`config.mk`:
```
export PLATFORM = sky130hd
export DESIGN_NAME = ccff_bitstream_loader
export DESIGN_NICKNAME = d
export VERILOG_FILES = /design/src/rtl/ccff_bitstream_loader.sv
export SDC_FILE = /design/constraint.sdc
export NUM_CORES = 1
export LEC_CHECK = 0
export CAP_MARGIN = 25
export CORE_AREA = 2 2 88 90
export CTS_CLUSTER_DIAMETER = 150
export DETAILED_ROUTE_END_ITERATION = 8
export DIE_AREA = 0 0 90 92
export PLACE_DENSITY_LB_ADDON = 0.2
export SYNTH_ARGS = -nofsm -noshare
export SYNTH_HDL_FRONTEND = slang
export SYNTH_SLANG_ARGS = --single-unit
```
`constraint.sdc`:
```
create_clock -name prog_clk -period 2.14 [get_ports prog_clk]
set_input_delay 0.535 -clock prog_clk [delete_from_list [all_inputs] [get_ports prog_clk]]
set_output_delay 0.535 -clock prog_clk [all_outputs]
set_load 0.01 [all_outputs]
```
`src/rtl/ccff_bitstream_loader.sv`:
```
// ccff_bitstream_loader
// Serialises host words LSB-first onto the tile configuration chain
// (ccff_head -> ... -> ccff_tail), issuing one chain shift per prog_clk
// cycle through prog_clk_en.
// Optional feature macro: CCFF_READBACK_EN adds a VERIFY pass that
// recirculates the chain once and compares ones-counts of what was shifted
// in against what comes back out of ccff_tail.
module ccff_bitstream_loader #(
    parameter int CHAIN_LEN = 128,
    parameter int WORD_W    = 8
) (
    input  logic              prog_clk,
    input  logic              reset,
    input  logic              cfg_start,
    input  logic              word_valid,
    input  logic [WORD_W-1:0] word_data,
    output logic              word_ready,
    output logic              ccff_head,
    output logic              prog_clk_en,
    input  logic              ccff_tail,
    output logic              busy,
    output logic              done,
    output logic              tail_err
);

    localparam int NWORDS = (CHAIN_LEN + WORD_W - 1) / WORD_W;
    localparam int CNT_W  = $clog2(CHAIN_LEN + 1);
    localparam int WC_W   = $clog2(NWORDS + 1);
    localparam int SC_W   = $clog2(WORD_W + 1);

    localparam logic [CNT_W-1:0] LAST_BIT  = CNT_W'(CHAIN_LEN - 1);
    localparam logic [WC_W-1:0]  WORDS_MAX = WC_W'(NWORDS);
    localparam logic [SC_W-1:0]  SR_FULL   = SC_W'(WORD_W);

    typedef enum logic [1:0] {
        ST_IDLE   = 2'd0,
        ST_SHIFT  = 2'd1,
        ST_VERIFY = 2'd2,
        ST_DONE   = 2'd3
    } state_t;

    state_t            state_q,    state_d;
    logic [WORD_W-1:0] buf_q,      buf_d;
    logic              buf_full_q, buf_full_d;
    logic [WORD_W-1:0] sr_q,       sr_d;
    logic [SC_W-1:0]   sr_cnt_q,   sr_cnt_d;
    logic [CNT_W-1:0]  bit_cnt_q,  bit_cnt_d;
    logic [WC_W-1:0]   words_q,    words_d;
    logic              busy_q,     busy_d;
    logic              done_q,     done_d;

    // A chain shift happens whenever SHIFT holds at least one unsent bit.
    logic shifting;
    logic take;
    logic last_shift;

    assign shifting   = (state_q == ST_SHIFT) && (sr_cnt_q != '0);
    assign word_ready = (state_q == ST_SHIFT) && !buf_full_q && (words_q < WORDS_MAX);
    assign take       = word_valid && word_ready;
    assign last_shift = shifting && (bit_cnt_q == LAST_BIT);
    assign busy       = busy_q;
    assign done       = done_q;

`ifdef CCFF_READBACK_EN
    logic [CNT_W-1:0] ones_sent_q, ones_sent_d;
    logic [CNT_W-1:0] ones_seen_q, ones_seen_d;
    logic             tail_err_q,  tail_err_d;

    // During VERIFY the chain output is fed straight back so the image is restored.
    assign prog_clk_en = shifting || (state_q == ST_VERIFY);
    assign ccff_head   = shifting ? sr_q[0] : ((state_q == ST_VERIFY) ? ccff_tail : 1'b0);
    assign tail_err    = tail_err_q;
`else
    wire unused_tail = ccff_tail;

    assign prog_clk_en = shifting;
    assign ccff_head   = shifting ? sr_q[0] : 1'b0;
    assign tail_err    = 1'b0;
`endif

    // Next-state logic for the FSM, word buffer, shift register and counters.
    always_comb begin
        state_d    = state_q;
        buf_d      = buf_q;
        buf_full_d = buf_full_q;
        sr_d       = sr_q;
        sr_cnt_d   = sr_cnt_q;
        bit_cnt_d  = bit_cnt_q;
        words_d    = words_q;
        busy_d     = busy_q;
        done_d     = done_q;
`ifdef CCFF_READBACK_EN
        ones_sent_d = ones_sent_q;
        ones_seen_d = ones_seen_q;
        tail_err_d  = tail_err_q;
`endif
        case (state_q)
            ST_IDLE: begin
                if (cfg_start) begin
                    state_d    = ST_SHIFT;
                    buf_full_d = 1'b0;
                    sr_cnt_d   = '0;
                    bit_cnt_d  = '0;
                    words_d    = '0;
                    busy_d     = 1'b1;
`ifdef CCFF_READBACK_EN
                    ones_sent_d = '0;
                    ones_seen_d = '0;
                    tail_err_d  = 1'b0;
`endif
                end
            end
            ST_SHIFT: begin
                if (shifting) begin
                    sr_d      = sr_q >> 1;
                    sr_cnt_d  = sr_cnt_q - SC_W'(1);
                    bit_cnt_d = bit_cnt_q + CNT_W'(1);
`ifdef CCFF_READBACK_EN
                    ones_sent_d = ones_sent_q + CNT_W'(sr_q[0]);
`endif
                end
                // Refill on the edge that empties the shift register: no bubble.
                if ((sr_cnt_q <= SC_W'(1)) && buf_full_q) begin
                    sr_d       = buf_q;
                    sr_cnt_d   = SR_FULL;
                    buf_full_d = 1'b0;
                end
                if (take) begin
                    buf_d      = word_data;
                    buf_full_d = 1'b1;
                    words_d    = words_q + WC_W'(1);
                end
                // Chain is full: padding bits of the final word are dropped.
                if (last_shift) begin
                    sr_cnt_d   = '0;
                    buf_full_d = 1'b0;
                    bit_cnt_d  = '0;
`ifdef CCFF_READBACK_EN
                    state_d    = ST_VERIFY;
`else
                    state_d    = ST_DONE;
                    done_d     = 1'b1;
`endif
                end
            end
`ifdef CCFF_READBACK_EN
            ST_VERIFY: begin
                bit_cnt_d   = bit_cnt_q + CNT_W'(1);
                ones_seen_d = ones_seen_q + CNT_W'(ccff_tail);
                if (bit_cnt_q == LAST_BIT) begin
                    state_d    = ST_DONE;
                    done_d     = 1'b1;
                    tail_err_d = (ones_seen_q + CNT_W'(ccff_tail)) != ones_sent_q;
                end
            end
`endif
            ST_DONE: begin
                state_d = ST_IDLE;
                busy_d  = 1'b0;
                done_d  = 1'b0;
            end
            default: begin
                state_d = ST_IDLE;
                busy_d  = 1'b0;
                done_d  = 1'b0;
            end
        endcase
    end

    // State registers; reset aborts any load immediately.
    always_ff @(posedge prog_clk or posedge reset) begin
        if (reset) begin
            state_q    <= ST_IDLE;
            buf_q      <= '0;
            buf_full_q <= 1'b0;
            sr_q       <= '0;
            sr_cnt_q   <= '0;
            bit_cnt_q  <= '0;
            words_q    <= '0;
            busy_q     <= 1'b0;
            done_q     <= 1'b0;
`ifdef CCFF_READBACK_EN
            ones_sent_q <= '0;
            ones_seen_q <= '0;
            tail_err_q  <= 1'b0;
`endif
        end else begin
            state_q    <= state_d;
            buf_q      <= buf_d;
            buf_full_q <= buf_full_d;
            sr_q       <= sr_d;
            sr_cnt_q   <= sr_cnt_d;
            bit_cnt_q  <= bit_cnt_d;
            words_q    <= words_d;
            busy_q     <= busy_d;
            done_q     <= done_d;
`ifdef CCFF_READBACK_EN
            ones_sent_q <= ones_sent_d;
            ones_seen_q <= ones_seen_d;
            tail_err_q  <= tail_err_d;
`endif
        end
    end

endmodule

```
==> metrics.csv, run 1 <==
metric;value;unit
hold-path-endpoint;sr_q[7];
ys.flop_type;dfrtp_1;
grt_pass1_wl;6130;um
dr.pass1.iters;4;
placed_cell_area;2230;um2
cts_sinks;38;
antennaDiodeCount;0;
min_from;sr_q[7];
ir_drop;0.304;mV
hold_class;reg2reg;
dieArea;8280;um2
nets;229;
ys_types;39;
grt_max_degree;39;
yosys.area.top_type;dfrtp_1;
clkTransAtPathRegs;70;ps
ant_nets;0;
p_per_area;1250;nW/um2
syn_area;1800;um2
endpoint_kind;primary output;
critical_path.cell_chain;inv_2 > ha_4 > or3b_4 > and3_4 > buf_6;
worst_ep_arrival_time;1530;ps
finalPower;3.01;mW
core;7450;um2
synth-xor-area-share;3.88;%
cp_max_fo;3;
worstReg2RegStart;sr_cnt_q[1];
r2r_slack;160;ps
syn_to_final_growth;33.3;%
grt_pass1_vias;1310;
finClkSkew;5.44;ps
yosysSeqAreaShare;52.7;%
fin_ws;75.9;ps
synth_top_area_share;52.7;%
synthMuxAreaShare;8.88;%
initial_core_util;24.2;%
gr-total-overflow;0;
synth-edff-count;0;
required;1600;ps
crit_slowest_cell;dfrtp_1;
synthArstFlopShare;100;%
yosys_warnings;0;
synthCells;168;
p_leak;1.03;nW
yosys.area_share.simple;18.5;%
drv_slew;0;
slew_headroom;53.8;%
cts.path.max_buffers;2;
rows;32;
vias_per_cell;4.23;
hold_violations;0;
worst_setup_path_start_kind;register;
io_pins;19;
io_buffer_count;16;
wl;3540;um
fin_area;2400;um2
worst-setup-path-type;reg2out;
htree_levels;2;
place_worst_setup_slack;-96.8;ps
fillCellCount;782;
rsz0062_at_grt;false;
synth_fa_ha_area_share;2.77;%
cts_root_buf;clkbuf_8;
drc;0;
dp_hpwl;2590;um
postSynthAreaPerCell;10.7;um2
synth.area.top_cells;dfrtp_1 53%, o21ai_0 4.4%, mux2_2 4.4%, mux2i_1 3.9%, nand2_1 3.7%;
r2r_cells;7;
r2r_end;sr_cnt_q[2];
worst_skew_pair.late_latency;290;ps
syn_nets;185;
track_usage;9.18;%
synth_seq_cells;38;
min_path_cells;2;
timing.final.crit_share;96.5;%
die_height;92;um
outcome;completed;
cts_tree;done;
worst_pin_slew;687;ps
die_x;90;um
timing.final.crit_period;2060;ps
route.vias.total;1327;
max_freq;484;MHz
cts_buffers;5;
synth_top_family_by_area;simple AND/OR/NAND/NOR gates;
wl_per_cell;11.3;um
drtIter0Drc;66;
synth-compound-area-share;10.6;%
place_congestion;0.724;
grt_antenna_before_repair;0;
max_cap_violations;0;
setup_viol;0;
slowest_delay;390;ps
final_layout_size_suffix_gt1_share;23.6;%
==> cell usage after synthesis (all sizes together) (3+ instances only) <==
master	n
a22o	3
and3	3
buf	3
dfrtp	38
ha	4
inv	7
mux2	8
mux2i	7
nand2	18
nand3	4
nor2	13
nor3	3
nor3b	4
nor4	3
nor4b	3
o21ai	20
xnor2	7
==> cell families after synthesis <==
group | Yosys count
AOI/OAI and AO/OA | 32
xor gates and xnor gates | 8
adders and majority gates | 4
buffers and inverters | 10
DFF | 38
muxes | 15
other | 1
and+or+nand+nor | 60
==> final cells by class <==
| type | instances | area [um2] | area share [%] |
|---|---|---|---|
| multi-input cells | 120 | 835 | 34.7 |
| clock inverters | 1 | 30.0 | 1.25 |
| clock buffers | 6 | 82.6 | 3.43 |
| well taps | 102 | 128 | 5.31 |
| repair buffers | 40 | 352 | 14.6 |
| inverters | 7 | 26.3 | 1.09 |
| flip-flops and latches | 38 | 952 | 39.6 |
==> state kept, by name, summed over array words and instances, names as in the netlist, 2 cells and up <==
| signal | count |
|---|---|
| words_q | 5 |
| state_q | 2 |
| sr_q | 8 |
| sr_cnt_q | 4 |
| buf_q | 8 |
| bit_cnt_q | 8 |
==> power by group <==
group | internal, mW | switching, mW
clock network | 0.373 | 0.243
logic | 0.687 | 0.487
registers | 1.01 | 0.210
total | 2.07 | 0.940
==> how the worst max path moves through the flow <==
| stage | end | startpoint | slack [ps] |
|---|---|---|---|
| detailed placement | sr_cnt_q[0] | cfg_start | -100 |
| floorplan | ccff_head | sr_cnt_q[0] | 380 |
| global placement | sr_cnt_q[0] | cfg_start | -100 |
| finish | ccff_head | sr_cnt_q[1] | 80 |
| global route | buf_full_q | sr_cnt_q[0] | 10 |
| CTS | ccff_head | sr_cnt_q[0] | -130 |
==> per-stage QoR <==
| stage | hold slack (ps) | std cells | setup TNS, ps | util, % |
|---|---|---|---|---|
| after floorplan | 447 | 168 | 0 | - |
| after global placement | 459 | 302 | -171 | 29.9 |
| after detailed placement | 469 | 302 | -177 | 29.9 |
| after CTS | 487 | 309 | -135 | 31.6 |
| after global routing | 500 | 314 | 0 | 32.3 |
| final | 481 | 314 | 0 | 32.3 |
==> critical path: cells and delay by family, from the launching register on <==
kind | cells | cell delay [ps]
flip-flops | 1 | 390
adder cells (fa/ha/maj) | 1 | 130
AND/OR/NAND/NOR | 2 | 530
buffers and inverters | 2 | 200
==> cell usage in the layout, fill, tap and decap left out, drive strengths merged, types with 4 or more instances in the layout <==
| master | instances |
|---|---|
| buf | 25 |
| clkbuf | 6 |
| clkdlybuf4s50 | 13 |
| dfrtp | 38 |
| ha | 4 |
| inv | 7 |
| mux2 | 8 |
| mux2i | 7 |
| nand2 | 18 |
| nand3 | 4 |
| nor2 | 13 |
| nor3b | 4 |
| o21ai | 20 |
| xnor2 | 7 |
==> routing by layer <==
metal,GRT usage (%),up-vias,part of all wire [%]
met5,0,-,0
met4,4.23,0,2.1
met3,1.81,6,2.3
met2,14.9,15,47
met1,11.8,625,49
li1,-,681,-
==> timing repair <==
action	in CTS	in global routing
gates resized for setup	9	6
endpoints found under the setup margin	3	5
hold buffers	0	0
pin swaps	0	2
buffers inserted	0	5
(Power assumes the default switching activity.)
==> run 2: changes to the inputs <==
Settings changed: CAP_MARGIN 25 to default.
==> results of run 2 <==
The final DEF is identical to that of run 1; final timing and power are the same.
==> run 3: changes to the inputs <==
Settings changed: CORE_AREA 2 2 88 90 to 2 2 79 81, DIE_AREA 0 0 90 92 to 0 0 81 83.
==> run 3 against run 2 <==
Clock-buffer cell count is the same. Core utilization is 7.9 points higher. Largest power group unchanged. Non-clock buffer count decreased by 1. Register-to-register slack worse by 40 ps. Worst setup slack worse by 24 ps. Clock skew fell by 3.0 ps. Combinational power about the same. Die area down 19%. Sequential share of layout area is 1.2 points higher. Via count up 2.0%. Critical endpoint unchanged. Clock power is 17% lower. Wire length rose by 5.7%.
==> metrics.csv, run 3 (synthesized netlist as in run 1, its figures left out) <==
metric;value;unit;change
clkTransAtPathRegs;70;ps;about the same
cts.path.max_buffers;2;;unchanged
endpoint_kind;primary output;;unchanged
io_pins;19;;unchanged
timing.final.crit_period;2090;ps;was 2060 ps
dp_hpwl;2640;um;was 2590 um
hold_violations;0;;unchanged
max_cap_violations;0;;unchanged
place_congestion;0.779;;was 0.724
wl_per_cell;13.1;um;was 11.3 um
dieArea;6720;um2;was 8280 um2
nets;228;;was 229
worst_ep_arrival_time;1550;ps;was 1530 ps
required;1600;ps;about the same
drtIter0Drc;46;;was 66
min_path_cells;2;;unchanged
die_height;83;um;was 92 um
die_x;81;um;was 90 um
r2r_end;sr_cnt_q[2];;unchanged
drv_slew;0;;unchanged
placed_cell_area;2160;um2;was 2230 um2
final_cell_mix;37 x dfrtp_1, 23 x buf_4, 18 x nand2_1;;unchanged
final_core_util;40.2;%;was 32.3%
hold_class;reg2reg;;unchanged
worst_pin_slew;705;ps;was 687 ps
cts_tree;done;;unchanged
p_leak;1.02;nW;was 1.03 nW
cts_sinks;38;;unchanged
ant_nets;0;;unchanged
cts_root_buf;clkbuf_8;;unchanged
route.vias.total;1353;;was 1327
worst-setup-path-type;reg2out;;unchanged
rows;28;;was 32
antennaDiodeCount;0;;unchanged
slew_headroom;52.6;%;was 53.8%
cp_max_fo;5;;was 3
htree_levels;2;;unchanged
worst_setup_path_start_kind;register;;unchanged
cts_buffers;5;;unchanged
reg_top3;bit_cnt_q: 8 flops, buf_q: 8 flops, sr_q: 8 flops;;unchanged
hold-path-endpoint;sr_q[1];;was sr_q[7]
layout_commonest_cell;dfrtp_1;;unchanged
dp_cells;272;;was 302
dr.pass1.iters;6;;was 4
grt_pass1_wl;6620;um;was 6130 um
syn_to_final_growth;29.5;%;was 33.3%
postCtsHoldBufs;0;;unchanged
grt_antenna_before_repair;0;;unchanged
max_freq;479;MHz;was 484 MHz
ir_drop;0.540;mV;was 0.304 mV
fillCellCount;586;;was 782
grt_max_degree;39;;unchanged
worstReg2RegStart;sr_cnt_q[0];;was sr_cnt_q[1]
setup_viol;0;;unchanged
finClkSkew;2.42;ps;was 5.44 ps
min_from;sr_q[1];;was sr_q[7]
timing.final.crit_share;97.6;%;was 96.5%
p_per_area;1260;nW/um2;was 1250 nW/um2
fin_area;2340;um2;was 2400 um2
track_usage;12.6;%;was 9.18%
core;5820;um2;was 7450 um2
worst_skew_pair.late_latency;280;ps;was 290 ps
r2r_cells;7;;unchanged
gr-total-overflow;0;;unchanged
r2r_slack;120;ps;was 160 ps
wl;3750;um;was 3540 um
drc;0;;unchanged
final_layout_size_suffix_gt1_share;24.1;%;was 23.6%
regArea;952;um2;unchanged
outcome;completed;;unchanged
initial_core_util;31.0;%;was 24.2%
io_buffer_count;16;;unchanged
fin_cells;287;;was 314
grt_pass1_vias;1431;;was 1310
multi_input_area;841;um2;was 835 um2
vias_per_cell;4.71;;was 4.23
-- run 3: worst max path at each step --
stage	startpoint	endpoint	slack, ps	cells past startpoint
6_report	sr_cnt_q[1]	ccff_head	50	5
5_1_grt	sr_cnt_q[1]	ccff_head	-2	5
4_1_cts	sr_cnt_q[0]	ccff_head	-100	5
3_5_place_dp	sr_cnt_q[1]	ccff_head	-160	5
3_3_place_gp	sr_cnt_q[0]	ccff_head	-120	5
2_1_floorplan	sr_cnt_q[0]	ccff_head	380	4
-- run 3: layer usage --
layer | vias to the layer above | share of wire, % | track usage [%]
li1 | 677 | - | -
met1 | 642 | 47 | 15.4
met2 | 24 | 48 | 20.4
met3 | 10 | 3.2 | 3.59
met4 | 0 | 2.2 | 5.70
met5 | - | 0 | 0
-- run 3: critical path: stages (launching register included) --
cell	delay, ps
dfrtp_1	390
inv_2	80
ha_4	150
or3b_4	370
and3_4	160
buf_6	110
-- run 3: power breakdown --
group | leakage (nW) | total, mW | switching [mW] | internal (mW)
logic | 0.506 | 1.19 | 0.498 | 0.694
clock network | 0.0472 | 0.509 | 0.250 | 0.259
registers | 0.466 | 1.25 | 0.239 | 1.01
total | 1.02 | 2.95 | 0.987 | 1.96
-- run 3: through the flow --
step                hold WS [ps]  setup slack (ps)  setup TNS, ps  total power [mW]
CTS                          498              -104           -104              2.91
detailed placement           480              -161           -290              2.31
global route                 526             -1.60          -1.60              3.21
floorplan                    447               380              0              1.91
finish                       492              52.1              0              2.95
global placement             465              -118           -172              2.25
-- run 3: cell type report --
class	count	area share [%]
clock inverter	2	0.536
clock buffer	6	3.54
sequential	38	40.8
timing repair buffer	39	14.0
inverter	7	1.12
tap	75	4.02
multi-input combinational	120	36.0
-- run 3: repair_timing --
action	in CTS	in global routing
pin swaps	0	2
setup endpoints to repair	3	2
cloned	0	0
gates resized for setup	11	7
setup buffers	4	3
